$ cat src/rtl/uart_pkg.sv
// Shared definitions for the UART transmit path: byte width, frame length and the
// transmit-feeder FSM state type.
package uart_pkg;

    localparam int unsigned UART_BYTE_W  = 8;
    // Start bit + 8 data bits + stop bit.
    localparam int unsigned FRAME_CYCLES = 10;

    typedef enum logic [1:0] {
        StIdle,
        StArm,
        StDrain
    } tx_state_e;

endpackage

$ cat src/rtl/uart_fifo_ram.sv
// Byte storage for the transmit FIFO: synchronous write and asynchronous read, so the
// head byte is visible at the read port during the same cycle it is popped.
module uart_fifo_ram import uart_pkg::*; #(
    parameter int unsigned Depth = 16,
    parameter int unsigned Aw    = 4
) (
    input  logic                   clock115200,
    input  logic                   we_i,
    input  logic [Aw-1:0]          waddr_i,
    input  logic [UART_BYTE_W-1:0] wdata_i,
    input  logic [Aw-1:0]          raddr_i,
    output logic [UART_BYTE_W-1:0] rdata_o
);

    logic [UART_BYTE_W-1:0] mem_q [Depth];

    always_ff @(posedge clock115200) begin
        if (we_i) begin
            mem_q[waddr_i] <= wdata_i;
        end
    end

    assign rdata_o = mem_q[raddr_i];

endmodule

$ cat src/rtl/uart_tx_fifo.sv
// Byte FIFO feeding the UART transmitter one byte per frame through its data/send/ready
// handshake; tx_data is held from one pop to the next so it is stable for a whole frame.
module uart_tx_fifo import uart_pkg::*; #(
    parameter int unsigned Depth = 16,
    parameter int unsigned Aw    = $clog2(Depth)
) (
    input  logic                   clock115200,
    input  logic                   resetn,
    input  logic [UART_BYTE_W-1:0] wr_data_i,
    input  logic                   wr_en_i,
    output logic                   full_o,
    output logic                   empty_o,
    output logic [Aw:0]            count_o,
    output logic                   overflow_o,
    output logic [UART_BYTE_W-1:0] tx_data_o,
    output logic                   tx_send_o,
    input  logic                   tx_ready_i
);

    localparam logic [Aw:0] FullCount = (Aw + 1)'(Depth);

    logic [Aw-1:0]          wr_ptr_q, wr_ptr_d;
    logic [Aw-1:0]          rd_ptr_q, rd_ptr_d;
    logic [Aw:0]            count_q, count_d;
    logic                   overflow_q, overflow_d;
    logic [UART_BYTE_W-1:0] tx_data_q, tx_data_d;
    logic                   tx_send_q, tx_send_d;
    tx_state_e              state_q, state_d;
    logic                   push, pop;
    logic [UART_BYTE_W-1:0] rd_data;

    uart_fifo_ram #(
        .Depth(Depth),
        .Aw   (Aw)
    ) u_ram (
        .clock115200(clock115200),
        .we_i       (push),
        .waddr_i    (wr_ptr_q),
        .wdata_i    (wr_data_i),
        .raddr_i    (rd_ptr_q),
        .rdata_o    (rd_data)
    );

    assign full_o     = (count_q == FullCount);
    assign empty_o    = (count_q == '0);
    assign count_o    = count_q;
    assign overflow_o = overflow_q;
    assign tx_data_o  = tx_data_q;
    assign tx_send_o  = tx_send_q;

    // Full is judged on the registered count, so a same-cycle pop never frees a slot.
    assign push = wr_en_i && !full_o;
    assign pop  = (state_q == StIdle) && !empty_o && tx_ready_i;

    always_comb begin
        wr_ptr_d   = wr_ptr_q;
        rd_ptr_d   = rd_ptr_q;
        count_d    = count_q;
        overflow_d = overflow_q;
        tx_data_d  = tx_data_q;
        tx_send_d  = tx_send_q;
        state_d    = state_q;

        if (push) begin
            wr_ptr_d = wr_ptr_q + 1'b1;
        end
        if (wr_en_i && full_o) begin
            overflow_d = 1'b1;
        end

        unique case (state_q)
            StIdle: begin
                if (pop) begin
                    tx_data_d = rd_data;
                    rd_ptr_d  = rd_ptr_q + 1'b1;
                    tx_send_d = 1'b1;
                    state_d   = StArm;
                end
            end
            StArm: begin
                tx_send_d = 1'b0;
                state_d   = StDrain;
            end
            StDrain: begin
                // Ready only returns once the transmitter has finished the frame.
                if (tx_ready_i) begin
                    state_d = StIdle;
                end
            end
            default: begin
                tx_send_d = 1'b0;
                state_d   = StIdle;
            end
        endcase

        unique case ({push, pop})
            2'b10:   count_d = count_q + 1'b1;
            2'b01:   count_d = count_q - 1'b1;
            default: count_d = count_q;
        endcase
    end

    always_ff @(posedge clock115200 or negedge resetn) begin
        if (!resetn) begin
            wr_ptr_q   <= '0;
            rd_ptr_q   <= '0;
            count_q    <= '0;
            overflow_q <= 1'b0;
            tx_data_q  <= '0;
            tx_send_q  <= 1'b0;
            state_q    <= StIdle;
        end else begin
            wr_ptr_q   <= wr_ptr_d;
            rd_ptr_q   <= rd_ptr_d;
            count_q    <= count_d;
            overflow_q <= overflow_d;
            tx_data_q  <= tx_data_d;
            tx_send_q  <= tx_send_d;
            state_q    <= state_d;
        end
    end

endmodule

$ cat config.mk
export PLATFORM = sky130hd
export DESIGN_NAME = uart_tx_fifo
export DESIGN_NICKNAME = d
export VERILOG_FILES = /design/src/rtl/uart_pkg.sv /design/src/rtl/uart_fifo_ram.sv /design/src/rtl/uart_tx_fifo.sv
export SDC_FILE = /design/constraint.sdc
export NUM_CORES = 1
export LEC_CHECK = 0
export BUFFER_PORTS_ARGS = -buffer_cell sky130_fd_sc_hd__buf_4
export CORE_MARGIN = 10
export CORE_UTILIZATION = 59
export DETAILED_ROUTE_END_ITERATION = 8
export PLACE_DENSITY = 0.77
export SETUP_SLACK_MARGIN = 0.15
export SLEW_MARGIN = 10
export SYNTH_ARGS = -nofsm -noshare
export SYNTH_HDL_FRONTEND = slang
export SYNTH_HIERARCHICAL = 1
export SYNTH_SLANG_ARGS = --single-unit
$ cat constraint.sdc
create_clock -name clock115200 -period 7.06 [get_ports clock115200]
set_input_delay 0.706 -clock clock115200 [delete_from_list [all_inputs] [get_ports clock115200]]
set_output_delay 0.706 -clock clock115200 [all_outputs]
set_load 0.005 [all_outputs]
---- After elaboration in Yosys (flattened, before gate mapping) ----
Memory sizes are Yosys's and may differ from the RTL's. A register that Yosys moved wholly into a read port is not among the register bits.
Index checks and enable logic that the tools add are counted.
storage, ports and cells
  flip-flop bits (word level) ............. 17
  latch bits .............................. 0
  bits in writable memories ............... 128
  bits in read-only memories .............. 0
  input port bits ......................... 12
  output and inout port bits .............. 17
  logic and storage cells ................. 40
  memories ................................ 1
cells by class
  add/sub/neg operators ................... 4
  multipliers ............................. 0
  divide/modulo/power cells ............... 0
  magnitude comparators ................... 0
  eq/ne operators ......................... 7
  shift-type cells ........................ 0
  multiplexer cells ....................... 8
  bitwise gates (word level) .............. 1
  reduce and logical (&&, ||, !) cells .... 13
memories
  memory       words  bits a word  read ports  clocked after memory_dff  wr ports  line                 text
  u_ram.mem_q  16     8            1           1                         1         uart_fifo_ram.sv:15  logic [UART_BYTE_W-1:0] mem_q [Depth];
operator list
  operator                                                               count
  5-bit one-hot mux with 2 select lines                                  1
  4-bit by 1-bit adder with 4-bit output, second input constant          2
  2-bit one-hot mux with 3 select lines                                  1
  2-bit AND reduction                                                    3
  5-bit by 1-bit adder with 5-bit output, second input constant          1
  5-bit equality test, second input constant                             1
  5-bit zero test                                                        1
  5-bit by 1-bit subtractor with 5-bit output, second input constant     1
  2-bit by 1-bit equality test with 1-bit output, second input constant  2
  2-bit equality test, second input constant                             2
  1-bit logical AND                                                      4
  2-bit two-way mux                                                      2
  2-bit inequality test, second input constant                           2
  1-bit zero test                                                        3
  1-bit two-way mux                                                      3
  2-bit zero test                                                        1
  1-bit one-hot mux with 2 select lines                                  1
  2-bit nonzero test                                                     1
  1-bit inverter                                                         1

---- Logic depth before layout (Yosys ltp) ----
  depth in word-level cells ............... 6
  gate-level depth with buffers ........... 9
  depth with buffers taken out ............ 8

---- Modules after synthesis ----
Netlist, hierarchy kept.
modules (own cells, without submodules)
  module         times used  cells each  area an instance (sq um)  sequential area each (sq um)
  uart_fifo_ram  1           221         4987.3                    3843.7
  uart_tx_fifo   1           99          1242.4                    625.6

---- Worst setup path after synthesis ----
OpenSTA, ideal clock, no wires.
  kind .................................... reg2reg
  start point ............................. register count_q[1] (netlist: count_o[1])
  end point ............................... register count_q[4] (netlist: count_o[4])
  library setup time ...................... 134 ps
  arrival time ............................ 2930 ps
  data required time ...................... 6926 ps
  setup slack ............................. 3997 ps
  stages on the path, launching flop included .. 10
  buffers on the path ..................... 1
  clock period less this slack ............ 3063 ps
  cell sequence ........................... dfrtp_1 > or4_4 > o21ai_2 > buf_6 > inv_1 > ha_1 > ha_1 > or4b_2 > o311ai_0 > o211ai_1
on the way
  word-level cells in the longest chain between the ends .. 6
  elaborated cells on any way between the ends .. 13
  those cells by class .................... add/sub: 2; eq/ne: 3; mux: 1; reduce/logical: 7
ends and longest elaborated chain
  what                                                                                          line                 text
  from (decl)                                                                                   uart_tx_fifo.sv:24   logic [Aw:0] count_q, count_d;
  from (signal assigned)                                                                        uart_tx_fifo.sv:115  count_q <= count_d;
  5-bit zero test                                                                               uart_tx_fifo.sv:45   assign empty_o = (count_q == '0);
  1-bit zero test                                                                               uart_tx_fifo.sv:53   assign pop = (state_q == StIdle) && !empty_o && tx_ready_i;
  1-bit logical AND (2 in series)                                                               uart_tx_fifo.sv:53
  2-bit by 1-bit equality test with 1-bit output / 2-bit equality test (equally long branches)  uart_tx_fifo.sv:96   unique case ({push, pop})
  5-bit one-hot mux with 2 select lines / 2-bit nonzero test (equally long branches)            -
Parallel ways exist; a longest one is shown, timed or not.
A chain may end at the register's enable or synchronous reset.

---- Worst setup path after layout ----
Ends and elaborated chain as after synthesis.

==> flow_summary.toml <==
[detailed_routing]
wire_per_inst_um = 22.44
drt_iter0_markers = 224
wl_um = 11400
drt_first_pass_iters = 4
viasPerCell = 6.063
ant_nets = 0
vias = 3080
drcViolationCount = 0

[finish]
multi_input_area_um2 = 1633
nNetsFinal = 378
drive_above_1_share_pct = 26.88
num_antenna_cells = 0
layout_common_cells = "edfxtp_1, buf_4, dfrtp_1, mux4_2"
layout_commonest_cell = "edfxtp_1"
fillers = 658
area_growth_pct = 13.78
regArea_um2 = 4472

[synthesis]
synthSimpleGateAreaFrac_pct = 4.740
synth_edf_count = 128
ys_seq_elements = 153
yosysUniqueCellTypes = 44
postSynthAreaPerCell_um2 = 19.47
ys_warn_count = 6
synth-compound-area-share_pct = 3.716
synthXorXnorAreaFrac_pct = 1.125
syn_nets = 339
synthMuxAreaShare_pct = 15.10
synthCells = 320
async_reset_ff_share_pct = 16.34
ys_seq_area_share_pct = 71.74
syn_area_um2 = 6230
synth_top_family_by_area = "multiplexers"
synthAdderAreaFrac_pct = 1.526
ys.flop_type = "edfxtp_1"

[grt]
grt_max_degree = 36
antenna_found_initial = 0
grt_overflow = 0
grt_usage_pct = 16.30
grt_pass1_wl_um = 18140
grt_pass1_vias = 3177

[clocking]
cts_htree_levels = 4
postCtsResizedCells = 0
clk_latency_ns = 0.51
clock-sinks = 153
cts_tree = "done"
root_buffer = "clkbuf_8"
cts_hold_buf = 0
post-cts-setup-buffers = 0
cts.clk_slew.worst_paths_ns = 0.07
clockBufferDepth = 2
cts_buffers = 17

[floorplan]
num_rows = 37
chipWidth_um = 122.8
die_y_um = 122.8
start_util_pct = 60.34
die_area_um2 = 15070
core_um2 = 10320
io_pins = 29

[hold_path]
hold_class = "input pin to async pin"

[sta]
final_max_slew_viol_count = 0
final_hold_viol_count = 0
setup_viol = 0
period_minus_slack_ns = 3.547
rsz0062_at_grt = "false"
skew_ns = 0.009989
finalCritPeriodShare_pct = 50.23
max_freq_mhz = 282.0
setup_tns_ns = 0
tightestPinTransition_ns = 0.9771
slew_headroom_pct = 34.62

[place]
port_buffers = 28
dpl.hpwl_um = 7061
gp_congestion = 0.7558

[setup_path]
path_cells = "or4_4 -> o21ai_2 -> inv_1 -> ha_1 -> ha_1 -> or4b_2 -> o311ai_0 -> o211ai_1"
crit_path_end_kind = "flop"
critPathKind = "flop to flop"
critPathMaxStageDelay_ns = 0.68
critical_path.slowest_cell = "or4b_2"
critPathMaxFanout = 13
startpoint_type = "flop"
crit_arrival_ns = 3.93
path_common_cell = "ha_1"
required_ns = 7.44

[power_and_ir_drop]
total_power_uw = 2909
peakVddDrop_v = 0.0002824
power.density_nw_per_um2 = 410.5
cellLeakagePower_uw = 0.002509

[status]
status = "completed"

[job]
cap_violations = 0
==> synthesized netlist by cell type (2+ instances only) <==
| cell type | count | area [um2] |
|---|---|---|
| buf_6 | 4 | 45.04 |
| ha_1 | 6 | 75.07 |
| inv_1 | 6 | 22.52 |
| nand3b_1 | 2 | 15.01 |
| a21oi_1 | 6 | 30.03 |
| nand2b_1 | 3 | 18.77 |
| dfrtp_1 | 25 | 625.6 |
| nand3_1 | 4 | 20.02 |
| and2_1 | 2 | 12.51 |
| mux4_2 | 18 | 405.4 |
| nand2_1 | 11 | 41.29 |
| mux4_1 | 14 | 367.9 |
| mux2_2 | 6 | 67.56 |
| mux2_4 | 6 | 90.09 |
| o211ai_1 | 3 | 22.52 |
| nor2_1 | 14 | 52.55 |
| buf_2 | 3 | 15.01 |
| nor3_1 | 4 | 20.02 |
| clkdlybuf4s25_2 | 3 | 30.03 |
| xnor2_1 | 5 | 43.79 |
| nor3b_1 | 6 | 45.04 |
| a22oi_1 | 16 | 120.1 |
| o21ai_0 | 3 | 15.01 |
| edfxtp_1 | 128 | 3844 |
| xor2_1 | 3 | 26.28 |
==> path summary, 6_finish.rpt <==
path / cells past startpoint / end / slack (ns) / start
setup / recovery: 8 / count_o[4] / 3.51 / count_o[1]
hold / removal: 1 / count_o[2] / 0.09 / resetn
setup reg to reg: 8 / count_o[4] / 3.51 / count_o[1]
hold reg to reg: 1 / overflow_o / 0.45 / overflow_o
max in group asynchronous: 1 / rd_ptr_q[0] / 6.71 / resetn
min in group clock115200: 2 / overflow_o / 0.43 / wr_en_i
==> cell type report <==
cell class              instances  area share (%)
clock buffers                  19           6.090
well taps                     136           2.401
repair buffers                 33           3.495
multi-input cells             148           23.04
flip-flops and latches        153           63.09
inverters                       6          0.3177
clock inverters                13           1.571
==> power by group <==
group / switching (uW) / internal, uW / total [uW]
registers: 137 / 1140 / 1270
logic: 396 / 424 / 820
clock network: 364 / 451 / 815
total: 896 / 2010 / 2910
==> critical path: cells and delay by family, from the launching register on <==
| family | cells | cell delay, ns |
|---|---|---|
| AOI/OAI and AO/OA | 3 | 0.84 |
| adders and majority gates | 2 | 0.73 |
| and+or+nand+nor | 2 | 1.28 |
| DFF | 1 | 0.46 |
| buffers and inverters | 1 | 0.12 |
==> flip-flops by register name, summed over array words and instances (netlist names) <==
name,count
u_ram/mem_q,128
tx_data_o,8
count_o,5
rd_ptr_q,4
wr_ptr_q,4
state_q,2
overflow_o,1
tx_send_o,1
==> cells by family (layout without fill, tap and decap cells) <==
family | after synthesis | after routing
and+or+nand+nor | 55 | 55
xor gates and xnor gates | 8 | 8
DFF | 153 | 153
AOI/OAI and AO/OA | 33 | 33
muxes | 45 | 45
adders and majority gates | 7 | 7
buffers and inverters | 19 | 71
==> stage by stage <==
step	worst slack (ns)	utilization (%)	std cells	hold WS [ns]	area [um2]
2_1_floorplan	3.997	-	320	0.4104	6230
3_3_place_gp	3.636	63.40	476	0.4390	6545
3_5_place_dp	3.508	63.40	476	0.4461	6545
4_1_cts	3.482	68.66	508	0.07495	7088
5_1_grt	3.280	68.66	508	0.08158	7088
6_report	3.513	68.66	508	0.08678	7088
==> per-layer routing <==
layer / up-vias / wire length [um] / GRT usage, %
met5: - / 0 / 0
met4: 0 / 127 / 6.333
met3: 8 / 833 / 4.086
met2: 108 / 5719 / 25.47
met1: 1578 / 4720 / 21.67
li1: 1386 / - / -
No activity file was read; power rests on OpenSTA's default activity.
